**src/rtl/timer_array.sv**
```systemverilog
// timer_array: NUM_CH-channel countdown timer, one-shot/auto-reload, masked sticky W1C interrupts.
// Define TIMER_PRESCALE_EN to add the shared prescaler at global offset +0x4.

module timer_chan #(
    parameter int WIDTH = 32
) (
    input  logic             clk,
    input  logic             reset,
    input  logic             tick,
    input  logic             ctrl_we,
    input  logic             preset_we,
    input  logic             pend_clr,
    input  logic [31:0]      din,
    output logic [3:0]       ctrl,
    output logic [WIDTH-1:0] preset,
    output logic [WIDTH-1:0] count,
    output logic             pending
);
    typedef enum logic [1:0] {S_IDLE, S_LOAD, S_CNT, S_INT} state_t;

    state_t state;
    logic   en;
    logic   auto_rl;

    assign en      = ctrl[0];
    assign auto_rl = (ctrl[2:1] == 2'b01);

    always_ff @(posedge clk or negedge reset) begin
        if (!reset) begin
            state   <= S_IDLE;
            ctrl    <= '0;
            preset  <= '0;
            count   <= '0;
            pending <= 1'b0;
        end else begin
            if (pend_clr) pending <= 1'b0;
            // A hardware expiry below overrides a same-edge W1C clear.
            case (state)
                S_IDLE: if (en) state <= S_LOAD;
                S_LOAD: begin
                    count <= preset;
                    state <= S_CNT;
                end
                S_CNT: begin
                    if (!en) begin
                        state <= S_IDLE;
                    end else if (tick) begin
                        if (count > WIDTH'(1)) begin
                            count <= count - WIDTH'(1);
                        end else begin
                            count   <= '0;
                            state   <= S_INT;
                            pending <= 1'b1;
                        end
                    end
                end
                S_INT: begin
                    if (!auto_rl) begin
                        ctrl[0] <= 1'b0;
                        state   <= S_IDLE;
                    end else begin
                        state <= en ? S_LOAD : S_IDLE;
                    end
                end
                default: state <= S_IDLE;
            endcase
            if (preset_we) preset <= din[WIDTH-1:0];
            // Placed last so a CPU write beats the one-shot EN clear.
            if (ctrl_we) ctrl <= din[3:0];
        end
    end
endmodule

module timer_array #(
    parameter int NUM_CH = 2,
    parameter int WIDTH  = 32,
    parameter int ADDR_W = 8
) (
    input  logic              clk,
    input  logic              reset,
    input  logic [ADDR_W-1:0] Addr,
    input  logic              WE,
    input  logic [31:0]       Din,
    output logic [31:0]       Dout,
    output logic [NUM_CH-1:0] irq_vec,
    output logic              IRQ
);
    localparam int BLK_W = ADDR_W - 4;

    logic [BLK_W-1:0]               blk;
    logic [1:0]                     sub;
    logic                           glb_sel;
    logic                           tick;
    logic                           unused_addr;
    logic [NUM_CH-1:0][3:0]         ctrl;
    logic [NUM_CH-1:0][WIDTH-1:0]   preset;
    logic [NUM_CH-1:0][WIDTH-1:0]   count;
    logic [NUM_CH-1:0]              pending;
    logic [NUM_CH-1:0]              ctrl_we;
    logic [NUM_CH-1:0]              preset_we;
    logic [NUM_CH-1:0]              pend_clr;

    assign blk         = Addr[ADDR_W-1:4];
    assign sub         = Addr[3:2];
    assign unused_addr = ^Addr[1:0];
    assign glb_sel     = (blk == BLK_W'(NUM_CH));
    assign pend_clr    = (WE && glb_sel && sub == 2'd0) ? Din[NUM_CH-1:0] : '0;

`ifdef TIMER_PRESCALE_EN
    logic [15:0] prescale;
    logic [15:0] pcnt;
    logic        presc_we;

    assign presc_we = WE && glb_sel && (sub == 2'd1);
    assign tick     = (pcnt == prescale);

    always_ff @(posedge clk or negedge reset) begin
        if (!reset) begin
            prescale <= '0;
            pcnt     <= '0;
        end else if (presc_we) begin
            prescale <= Din[15:0];
            pcnt     <= '0;
        end else begin
            pcnt <= tick ? 16'd0 : pcnt + 16'd1;
        end
    end
`else
    assign tick = 1'b1;
`endif

    for (genvar c = 0; c < NUM_CH; c++) begin : g_ch
        assign ctrl_we[c]   = WE && (blk == BLK_W'(c)) && (sub == 2'd0);
        assign preset_we[c] = WE && (blk == BLK_W'(c)) && (sub == 2'd1);
        assign irq_vec[c]   = pending[c] & ctrl[c][3];

        timer_chan #(.WIDTH(WIDTH)) u_ch (
            .clk       (clk),
            .reset     (reset),
            .tick      (tick),
            .ctrl_we   (ctrl_we[c]),
            .preset_we (preset_we[c]),
            .pend_clr  (pend_clr[c]),
            .din       (Din),
            .ctrl      (ctrl[c]),
            .preset    (preset[c]),
            .count     (count[c]),
            .pending   (pending[c])
        );
    end

    assign IRQ = |irq_vec;

    always_comb begin
        Dout = '0;
        if (glb_sel) begin
            case (sub)
                2'd0:    Dout[NUM_CH-1:0] = pending;
`ifdef TIMER_PRESCALE_EN
                2'd1:    Dout[15:0] = prescale;
`endif
                default: Dout = '0;
            endcase
        end else begin
            for (int c = 0; c < NUM_CH; c++) begin
                if (int'(blk) == c) begin
                    case (sub)
                        2'd0:    Dout[3:0]       = ctrl[c];
                        2'd1:    Dout[WIDTH-1:0] = preset[c];
                        2'd2:    Dout[WIDTH-1:0] = count[c];
                        default: Dout = '0;
                    endcase
                end
            end
        end
    end
endmodule

```
**config.mk**
```make
export PLATFORM = sky130hd
export DESIGN_NAME = timer_array
export DESIGN_NICKNAME = d
export VERILOG_FILES = /design/src/rtl/timer_array.sv
export SDC_FILE = /design/constraint.sdc
export NUM_CORES = 1
export LEC_CHECK = 0
export BUFFER_PORTS_ARGS = -buffer_cell sky130_fd_sc_hd__clkbuf_2
export CAP_MARGIN = 20
export CELL_PAD_IN_SITES_DETAIL_PLACEMENT = 1
export CELL_PAD_IN_SITES_GLOBAL_PLACEMENT = 1
export CORE_MARGIN = 5
export CORE_UTILIZATION = 35
export DETAILED_ROUTE_END_ITERATION = 8
export GPL_ROUTABILITY_DRIVEN = 0
export PLACE_DENSITY = 0.72
export REMOVE_ABC_BUFFERS = 1
export SETUP_SLACK_MARGIN = 0.15
export SYNTH_ARGS = -nofsm -noshare
export SYNTH_HDL_FRONTEND = slang
export SYNTH_SLANG_ARGS = --single-unit
```
**constraint.sdc**
```tcl
create_clock -name clk -period 2.8 [get_ports clk]
set_input_delay 0.14 -clock clk [delete_from_list [all_inputs] [get_ports clk]]
set_output_delay 0.14 -clock clk [all_outputs]
set_load 0.05 [all_outputs]
```
Word level (Yosys, flattened, before mapping) --
Cells that the tools add are included.
Word-level totals: register bits after elaboration 142, input port bits 43, output and inout port bits 35, logic and storage cells 104
Operators by class: $add $sub $neg 2, $lt $le $gt $ge 2, equality and inequality tests 21, muxes and demuxes 41, bitwise logic cells 2, reduce and logical (&&, ||, !) cells 24
Operators by type and width (count):
- $mux W32 | 7
- $pmux W32 S2 | 2
- $pmux W28 S3 | 1
- $gt A32 B1 Y1 const B | 2
- $sub A32 B1 Y32 const B | 2
- $pmux W28 S2 | 1
- $pmux W4 S3 | 2
- $mux W2 | 10
- $mux W1 | 16
- $pmux W2 S4 | 2
- $ne A2 B1 Y1 const B | 6
- $reduce_and A2 Y1 | 6
- $eq A2 B1 Y1 const B | 5
- $eq A2 B2 Y1 const B | 5
- $eq A4 B2 Y1 const B | 2
- $logic_and A1 B1 Y1 | 8
- $logic_not A4 Y1 | 2
- $reduce_bool A2 Y1 | 4
- $logic_not A2 Y1 | 3
- $ne A3 B3 Y1 const B | 2
- $eq A4 B1 Y1 const B | 1
- $and A1 B1 Y1 | 2
- $reduce_or A2 Y1 | 1

Logic depth before layout (Yosys ltp) --
depth in word-level cells 8, gate-level depth with buffers 9, depth with buffers taken out 7

Modules after synthesis --
A second synthesis with hierarchy kept.
Second synthesis, totals: cells, all modules 845, area, all modules 8276.7 um^2
Modules (own cells, without submodules):
- timer_chan | instances 2, cells an instance 347, area an instance 3617.2 um^2, sequential area each 1776.7 um^2
- timer_array | instances 1, cells an instance 151, area an instance 1042.2 um^2, sequential area each 0.0 um^2

Worst setup path before layout --
OpenSTA, ideal clock, no wires.
path type in2out, start point in Addr[5], end point out Dout[1], arrival time 2.281 ns, required time 2.660 ns, slack 0.379 ns, stages 5, path buffers 2, path through or4b_2 -> or2_2 -> clkbuf_1 -> clkbuf_1 -> o221ai_1
Between the ends: cells in the longest elaborated chain, start to end 4, elaborated cells between the ends (all ways) 6, those cells by class eq/ne: 2; mux: 3; reduce/logical: 1
Ends and longest elaborated chain:
- start, declared | RTL line 81 | input logic [ADDR_W-1:0] Addr,
- $logic_not A4 Y1 | RTL line 166 | if (int'(blk) == c) begin
- $mux W32 (2 in a row) | RTL line 166
- $mux W32 * | RTL line 156 | if (glb_sel) begin
- end, declared | RTL line 84 | output logic [31:0] Dout,
Mark *: on every way between the ends. The rest lies on a longest branch, timed or not.

Final worst setup path --
start point reg g_ch[0].u_ch.count[18], end point reg g_ch[0].u_ch.count[16]
Between the ends: cells in the longest elaborated chain, start to end 4
Ends and longest elaborated chain:
- start, declared | RTL line 16 | output logic [WIDTH-1:0] count,
- start signal, assigned | RTL line 41 | count <= preset;
- start signal, assigned | RTL line 49 | count <= count - WIDTH'(1);
- $gt A32 B1 Y1 | RTL line 48 | if (count > WIDTH'(1)) begin
- $mux W32 | RTL line 48
- $mux W32 | RTL line 45 | if (!en) begin
- $pmux W32 S2 | RTL line 38 | case (state)
Every way passes these cells. The select of a mux whose other input is x is not followed. A chain may end at the register's enable or synchronous reset.

==> flow_metrics.py <==
metrics = {
    "die": {
        "dieArea_sq_um": 26850,
        "start_util_pct": 35.40,
        "fp.coreArea_sq_um": 23400,
        "die_h_um": 163.8,
        "rows": 56,
        "die_w_um": 163.8,
        "ioPinCount": 78,
    },
    "drt": {
        "drt-initial-drc-count": 651,
        "final_antenna_net_count": 0,
        "first_pass_iters": 6,
        "viasPerCell": 6.266,
        "wire_per_inst_um": 24.43,
        "wl_um": 30630,
        "remaining_drc_errors": 0,
        "vias": 7857,
    },
    "yosys": {
        "netlist_instances": 838,
        "yosys-top-cells-count": "dfrtp_1, a22oi_1, mux2_2, clkbuf_1, nand2_1",
        "synth_edf_count": 0,
        "synth.most_common_cell": "dfrtp_1",
        "yosysWarningCount": 0,
        "ys_ff_latch": 142,
        "yosysTopAreaCell": "dfrtp_1",
        "synthTopCellsByArea": "dfrtp_1, mux2_2, a22oi_1",
        "syn_avg_cell_area_sq_um": 9.886,
        "synthesis.area_sq_um": 8284,
        "synth_top_area_share_pct": 42.89,
        "async_flop_share_pct": 100.0,
        "synth_cell_types": 71,
        "synth_ff_type": "dfrtp_1",
        "yosysSeqAreaShare_pct": 42.89,
    },
    "cells_and_area": {
        "area_growth_pct": 19.92,
        "final_layout_size_suffix_gt1_share_pct": 26.66,
        "fin_nets": 972,
        "stdcell_area_sq_um": 9935,
        "fillers": 2685,
        "fin_cells": 1254,
    },
    "global_route": {
        "grt_max_degree": 64,
        "grt_use_total_pct": 23.16,
        "antenna_found_initial": 1,
        "grt_pass1_vias": 8021,
        "overflow": 0,
        "grt_pass1_wl_um": 48100,
    },
    "critical_path": {
        "r2r_cells": 6,
        "max_stage_delay_ns": 0.61,
        "worst_setup_path_start_kind": "flip-flop",
        "crit_fanout": 9,
        "cp-end-kind": "flip-flop",
        "crit_start": "g_ch[0].u_ch.count[18]$_DFFE_PN0P_",
        "worst-endpoint-arrival_ns": 2.85,
        "crit_chain": "or4_4 -> nor4_2 -> nand4_1 -> buf_4 -> nand2_1 -> o311ai_0",
        "crit_slowest_cell": "or4_4",
        "critPathKind": "flip-flop to flip-flop",
        "critical_path_required_ns": 3.09,
        "r2r_start": "g_ch[0].u_ch.count[18]$_DFFE_PN0P_",
    },
    "placed_design": {
        "detailed_place.area_sq_um": 9141,
        "dp_cells": 1202,
        "port_buffers": 75,
        "hpwlAfterDp_um": 21800,
    },
    "clock_network": {
        "post_cts_buffers": 0,
        "htreeDepth": 4,
        "cts.sinks": 142,
        "clock_path_buffers": 2,
        "cts_tree": "yes",
        "clk_latency_ns": 0.43,
        "path_clk_slew_ns": 0.07,
        "cts_buffers": 17,
        "cts.root.buffer_cell": "clkbuf_16",
    },
    "worst_hold_path": {
        "hold_path.startpoint": "Din[22]",
        "hold_depth": 2,
        "hp-class": "input pin to flip-flop",
    },
    "timing": {
        "hold_violations": 0,
        "fin_crit_sh_pct": 91.42,
        "maxSlewViolCount": 0,
        "setup_violations": 0,
        "max_slew_margin_pct": 38.67,
        "tightest_slew_ns": 0.9156,
        "fmax_mhz": 390.7,
        "clock_skew_ns": 0.01173,
        "whs_ns": 0.004640,
        "rsz0062_at_grt": "true",
        "layout_min_cycle_time_ns": 2.560,
    },
    "power": {
        "switching_power_uw": 4311,
        "p_int_uw": 5445,
        "pwr_density_cell_nw_per_um2": 982.0,
        "vdd_drop_max_mv": 0.4111,
        "switching_share_pct": 44.19,
        "clkPwrFrac_pct": 23.6,
        "power_uw": 9756,
        "seq_power_share_pct": 35.1,
        "p_comb_share_pct": 41.3,
        "power_leakage_uw": 0.004101,
    },
    "outcome": {
        "run_status": "completed",
    },
    "job": {
        "drv_cap": 0,
    },
}
worst paths after layout:
kind	endpoint	slack (ns)
min	g_ch[0].u_ch.preset[22]$_DFFE_PN0P_	0.005
min in group asynchronous	g_ch[1].u_ch.preset[28]$_DFFE_PN0P_	0.24
max reg2reg	g_ch[0].u_ch.count[16]$_DFFE_PN0P_	0.24
max	g_ch[0].u_ch.count[16]$_DFFE_PN0P_	0.24
min reg2reg	g_ch[0].u_ch.preset[8]$_DFFE_PN0P_	0.52
max in group asynchronous	g_ch[1].u_ch.preset[11]$_DFFE_PN0P_	1.71
stage by stage:
step / setup TNS [ns] / setup slack (ns) / utilization, %
2_1_floorplan: -26.81 / -0.6121 / -
3_3_place_gp: 0 / 0.2658 / 39.06
3_5_place_dp: 0 / 0.1734 / 39.06
4_1_cts: 0 / 0.1574 / 42.37
5_1_grt: 0 / 0.1021 / 42.45
6_report: 0 / 0.2403 / 42.45
cells in the final DEF, fill, tap and decap left out, types with 11 or more instances in the layout:
cell type / instances
a22oi_1: 74
a31oi_1: 11
buf_4: 36
clkbuf_16: 17
clkbuf_2: 74
dfrtp_1: 142
dlygate4sd3_1: 19
inv_1: 19
mux2_2: 65
nand2_1: 52
nand3_1: 48
nand4_1: 15
nor2_1: 22
nor3_1: 23
o21ai_0: 28
o22ai_1: 34
o31ai_1: 13
or3_1: 28
worst max-delay path: cells and delay by family (launching register included):
family	cells	cell delay, ns
AND/OR/NAND/NOR	4	1.49
AO/OA/AOI/OAI	1	0.19
flip-flops	1	0.43
buffers and inverters	1	0.30
per-layer routing:
layer	part of all wire [%]	track usage (%)	routed length [um]	vias to the layer above
met2	50	38.93	15460	256
met1	42	30.44	12820	4066
met4	2.6	7.968	785	0
met3	5.1	3.714	1563	53
met5	0	0	0	-
li1	-	-	-	3482
sequential cells by signal (all words and copies together), names as in the netlist:
name	cells
g_ch.u_ch.count	64
g_ch.u_ch.ctrl	8
g_ch.u_ch.preset	64
g_ch.u_ch.state	4
g_ch.u_ch.pending	2
what timing repair did:
item                                    4_1_cts  5_1_grt
hold buffers                                 19        0
hold endpoints to repair                     88        0
endpoints found under the setup margin        0       14
gates resized for setup                       0        4
area by class of cell:
type                            count  area, sq um  share of cell area [%]
Timing Repair Buffer              134        922.1                   9.282
Antenna cell                        1        2.502                 0.02519
Multi-Input combinational cell    606         4398                   44.27
Tap cell                          319        399.1                   4.018
Sequential cell                   142         3553                   35.77
Inverter                           20        75.07                  0.7557
Clock inverter                     15        158.9                   1.599
Clock buffer                       17        425.4                   4.282
power by group through the flow:
stage,sequential (uW),clock [uW],combinational [uW]
after global placement,3390,0,3820
final,3420,2300,4030
after CTS,3390,2320,3970
after floorplan,3150,0,2560
after global routing,3510,2410,4390
after detailed placement,3420,0,3910
kinds of logic (layout without fill, tap and decap cells):
| logic type | count (synthesis) | in the layout | synth area share [%] |
|---|---|---|---|
| AO/OA/AOI/OAI | 261 | 261 | 23.37 |
| adder cells (fa/ha/maj) | 8 | 8 | 1.208 |
| buffers and inverters | 90 | 186 | 4.531 |
| flip-flops | 142 | 142 | 42.89 |
| multiplexers | 68 | 68 | 9.243 |
| other | 0 | 1 | 0 |
| AND/OR/NAND/NOR | 269 | 269 | 18.76 |
No activity file was read; power rests on OpenSTA's default activity.
